$ cat src/rtl/fpu_wb_stage.sv
// Writeback stage behind the combinational FPU: stalls upstream for a per-class hold time,
// samples the FPU result, then offers it to register-file writeback. Optional: FPU_WB_EXC_EN.
module fpu_wb_stage #(
   parameter int LAT_MISC    = 1,
   parameter int LAT_ADDSUB  = 2,
   parameter int LAT_MUL     = 2,
   parameter int LAT_DIVSQRT = 4
) (
   input  logic        clk,
   input  logic        rstn,
   input  logic        issue_valid,
   input  logic [1:0]  issue_class,
   input  logic [4:0]  issue_rd,
   input  logic        issue_to_int,
   input  logic [31:0] fpu_result,
   input  logic        kill,
   output logic        stall,
   output logic        wb_valid,
   input  logic        wb_ready,
   output logic [4:0]  wb_rd,
   output logic        wb_to_int,
`ifdef FPU_WB_EXC_EN
   input  logic        fpu_exc,
   input  logic        fflags_clr,
   output logic        wb_exc,
   output logic        fflags_ovf,
`endif
   output logic [31:0] wb_data
);

   localparam logic [1:0] IDLE = 2'd0;
   localparam logic [1:0] WAIT = 2'd1;
   localparam logic [1:0] DONE = 2'd2;

   logic [1:0] state;
   logic [3:0] cnt;
   logic [3:0] issue_lat;
   logic       accept;
   logic       lat_multi;

   always_comb begin
      issue_lat = 4'(LAT_MISC);
      case (issue_class)
         2'd0:    issue_lat = 4'(LAT_MISC);
         2'd1:    issue_lat = 4'(LAT_ADDSUB);
         2'd2:    issue_lat = 4'(LAT_MUL);
         default: issue_lat = 4'(LAT_DIVSQRT);
      endcase
   end

   assign lat_multi = (issue_lat > 4'd1);
   assign accept    = issue_valid & ((state == IDLE) | ((state == DONE) & wb_ready)) & ~kill;

   // Stall releases in the sample cycle so upstream advances on the same edge the result is captured.
   assign stall = ~kill & ((accept & lat_multi)
                         | ((state == WAIT) & (cnt > 4'd1))
                         | ((state == DONE) & ~wb_ready));

   always_ff @(posedge clk or negedge rstn) begin
      if (!rstn) begin
         state     <= IDLE;
         cnt       <= 4'd0;
         wb_valid  <= 1'b0;
         wb_rd     <= 5'd0;
         wb_to_int <= 1'b0;
         wb_data   <= 32'd0;
`ifdef FPU_WB_EXC_EN
         wb_exc    <= 1'b0;
`endif
      end else if (kill) begin
         state    <= IDLE;
         cnt      <= 4'd0;
         wb_valid <= 1'b0;
      end else begin
         case (state)
            IDLE, DONE: begin
               if (accept) begin
                  wb_rd     <= issue_rd;
                  wb_to_int <= issue_to_int;
                  if (lat_multi) begin
                     cnt      <= issue_lat - 4'd1;
                     state    <= WAIT;
                     wb_valid <= 1'b0;
                  end else begin
                     wb_data  <= fpu_result;
`ifdef FPU_WB_EXC_EN
                     wb_exc   <= fpu_exc;
`endif
                     cnt      <= 4'd0;
                     state    <= DONE;
                     wb_valid <= 1'b1;
                  end
               end else if ((state == DONE) && wb_ready) begin
                  state    <= IDLE;
                  wb_valid <= 1'b0;
               end
            end
            WAIT: begin
               if (cnt > 4'd1) begin
                  cnt <= cnt - 4'd1;
               end else begin
                  wb_data  <= fpu_result;
`ifdef FPU_WB_EXC_EN
                  wb_exc   <= fpu_exc;
`endif
                  cnt      <= 4'd0;
                  state    <= DONE;
                  wb_valid <= 1'b1;
               end
            end
            default: begin
               state    <= IDLE;
               cnt      <= 4'd0;
               wb_valid <= 1'b0;
            end
         endcase
      end
   end

`ifdef FPU_WB_EXC_EN
   // Sticky overflow flag; a flagged handshake wins over a clear in the same cycle.
   always_ff @(posedge clk or negedge rstn) begin
      if (!rstn) begin
         fflags_ovf <= 1'b0;
      end else if (wb_valid && wb_ready && wb_exc) begin
         fflags_ovf <= 1'b1;
      end else if (fflags_clr) begin
         fflags_ovf <= 1'b0;
      end
   end
`endif

endmodule

$ cat config.mk
export PLATFORM = sky130hd
export DESIGN_NAME = fpu_wb_stage
export DESIGN_NICKNAME = d
export VERILOG_FILES = /design/src/rtl/fpu_wb_stage.sv
export SDC_FILE = /design/constraint.sdc
export NUM_CORES = 1
export LEC_CHECK = 0
export CAP_MARGIN = 20
export CORE_UTILIZATION = 45
export DETAILED_ROUTE_END_ITERATION = 6
export GPL_TIMING_DRIVEN = 0
export HOLD_SLACK_MARGIN = 0.02
export PLACE_DENSITY = 0.84
export SYNTH_ARGS = -nofsm -noshare
export SYNTH_HDL_FRONTEND = slang
export SYNTH_SLANG_ARGS = --single-unit
export TNS_END_PERCENT = 30
$ cat constraint.sdc
create_clock -name clk -period 3.44 [get_ports clk]
set_input_delay 0.688 -clock clk [delete_from_list [all_inputs] [get_ports clk]]
set_output_delay 0.688 -clock clk [all_outputs]
set_load 0.02 [all_outputs]
==> results.json <==
{
  "core_region_area_mm2": 0.00412,
  "root_buffer": "clkbuf_8",
  "tns_ps": 0,
  "power_frac_clock_pct": 18.0,
  "grt_usage_pct": 20.1,
  "maxCapViolations": 0,
  "skew_ps": 7.15,
  "power_mw": 2.15,
  "ys_async_sr_fraction_pct": 100,
  "grt_pass1_wl_um": 6640,
  "post-route-util_pct": 73.4,
  "start_util_pct": 48.4,
  "cp_data_required_time_ps": 2750,
  "status": "finished, final reports clean",
  "grt_pass1_vias": 1391,
  "overflow": 0,
  "fmax_mhz": 339,
  "power.density_mw_per_mm2": 711,
  "die_w_um": 68.5,
  "htree_levels": 2,
  "antenna_found_initial": 0,
  "cts_sinks": 44,
  "finalSetupViolations": 0,
  "ctsResizeCount": 0,
  "cp.arrival_ps": 2260,
  "synthFlopType": "dfrtp_1",
  "drive_above_1_share_pct": 23.8,
  "routabilityCongestion": 0.796,
  "power_frac_comb_pct": 45.1,
  "final_cell_area_mm2": 0.00302,
  "reg2reg_from": "cnt[0]",
  "syn-instance-count": 130,
  "synth.distinct_cells": 25,
  "drt-vias-per-instance": 5.10,
  "insertedDiodeCount": 0,
  "synth_top_area_share_pct": 55.3,
  "cts_tree": "done",
  "slew_violations": 0,
  "area_growth_pct": 51.7,
  "p_switching_uw": 675,
  "relSlewSlack_pct": 55.7,
  "cts_setup_buffers": 0,
  "holdBufCountCts": 0,
  "seq_power_share_pct": 36.9,
  "yosysWarnings": 0,
  "peakVddDrop_mv": 0.361,
  "ant_nets": 0,
  "hold_class": "in -> async",
  "synth_nets": 177,
  "cp-end-kind": "output port",
  "synthesis.area_mm2": 0.00199,
  "leakagePower_nw": 1.37,
  "drc": 0,
  "reg2reg_slack_ps": 1190,
  "cts_buffers": 5,
  "reg2reg_depth": 8,
  "grt_setup_unrepaired": "no",
  "die_h_um": 68.5,
  "crit_fanout": 4,
  "crit_type": "in -> out",
  "synth_edf_count": 0,
  "hpwl_um": 3350,
  "dr.pass1.iters": 4,
  "syn_area_per_cell_um2": 15.3,
  "final.min_clock_period_ps": 2950,
  "switching_share_pct": 31.4,
  "wirelength_um": 4360,
  "ios": 85,
  "nets": 269,
  "rows": 23,
  "hold_violations": 0,
  "clkSlewWorstSetupHoldPaths_ps": 80,
  "post-route-period-util_pct": 85.8,
  "portBuffers": 84,
  "yosys.area.top_type": "dfrtp_1",
  "routedWlPerCell_um": 16.0,
  "grt_max_degree": 27,
  "drt_iter0_drc": 59,
  "ys_ff_latch": 44,
  "start_kind": "input port",
  "dieArea_mm2": 0.00470,
  "clk_latency_ps": 300,
  "cts_buffer_depth": 2,
  "routed-via-count": 1391,
  "dpl_cell_area_mm2": 0.00291,
  "power.internal_mw": 1.47,
  "ys_seq_area_share_pct": 55.3,
  "tightestPinTransition_ps": 658,
  "synth_area_leaders": "dfrtp_1 (55%), mux2_4 (23%), mux2_2 (4.5%)",
  "r2r_end": "wb_data[30]"
}
power by group through the flow:
| stage | logic, mW | registers, mW | clock network [mW] |
|---|---|---|---|
| after detailed placement | 0.973 | 0.801 | 0 |
| after CTS | 0.980 | 0.792 | 0.400 |
| final | 0.968 | 0.792 | 0.387 |
| after global placement | 0.953 | 0.786 | 0 |
| after floorplan | 0.304 | 1.00 | 0 |
| after global routing | 1.03 | 0.814 | 0.426 |
through the flow:
step | hold WS [ps] | instances | setup WS (ps)
after floorplan | 392 | 130 | 1360
after global placement | 489 | 264 | 555
after detailed placement | 493 | 265 | 505
after CTS | 327 | 273 | 503
after global routing | 339 | 273 | 427
final | 322 | 273 | 490
logic make-up after synthesis:
group | after synthesis | share of synthesized area, %
AOI/OAI and AO/OA | 19 | 6.91
adders and majority gates | 2 | 1.26
buffers and inverters | 10 | 4.71
DFF | 44 | 55.3
muxes | 38 | 27.1
and+or+nand+nor | 17 | 4.71
cells in the mapped netlist (2+ instances only):
cell type / n
inv_1: 6
nand2b_1: 3
mux2_4: 30
a21boi_0: 2
mux2_2: 8
nor2_1: 5
a22o_1: 2
nand2_1: 2
ha_1: 2
nor2b_1: 2
a21oi_1: 2
o21ai_0: 7
buf_12: 3
o31ai_1: 2
dfrtp_1: 44
registers in the layout, summed over array words and instances (netlist names):
register,cells
wb_rd,5
cnt,4
wb_data,32
state,2
wb_to_int,1
worst max-delay path by stage:
| stage | from | cells after the start | to | slack, ps |
|---|---|---|---|---|
| after global placement | issue_valid | 6 | stall | 560 |
| final | issue_class[1] | 6 | stall | 490 |
| after CTS | issue_class[1] | 6 | stall | 500 |
| after detailed placement | issue_class[1] | 6 | stall | 500 |
| after floorplan | cnt[0] | 8 | wb_data[0] | 1360 |
| after global routing | issue_class[1] | 6 | stall | 430 |
cell usage in the layout, fill, tap and decap left out:
master	Yosys	routed
clkdlybuf4s50_1	0	83
dfrtp_1	44	44
mux2_4	30	30
mux2_2	8	8
o21ai_0	7	7
inv_1	6	6
nor2_1	5	5
clkbuf_8	0	5
buf_12	3	4
nand2b_1	3	3
a21oi_1	2	2
o31ai_1	2	2
nor2b_1	2	2
a21boi_0	2	2
a22o_1	2	2
nand2_1	2	2
ha_1	2	2
o311a_4	1	1
nand3_1	1	1
nor3b_1	1	1
or3b_1	1	1
buf_6	1	1
o211ai_1	1	1
or4_1	1	1
o21bai_1	1	1
or2b_1	1	1
a32oi_1	1	1
bufinv_16	0	1
clkinv_2	0	1
clkinvlp_4	0	1
buf_2	0	1
critical path, cell delays in order:
cell	delay [ps]
clkdlybuf4s50_1	540
o21ai_0	110
a21oi_1	160
nor2_1	60
nor2_1	90
clkdlybuf4s50_1	610
final cells by class:
class / instances / area, um2
well taps: 50 / 62.6
fillers: 256 / 1090
flip-flops and latches: 44 / 1100
inverters: 6 / 22.5
repair buffers: 85 / 856
plain buffers: 4 / 71.3
clock inverters: 3 / 42.5
multi-input cells: 76 / 797
clock buffers: 5 / 68.8
layer usage:
metal	track usage, %	up-vias	part of all wire, %
li1	-	644	-
met1	24.1	659	40
met2	32.1	79	48
met3	8.06	9	9.9
met4	8.33	0	2.0
met5	0	-	0
No activity file was read; power rests on OpenSTA's default activity.
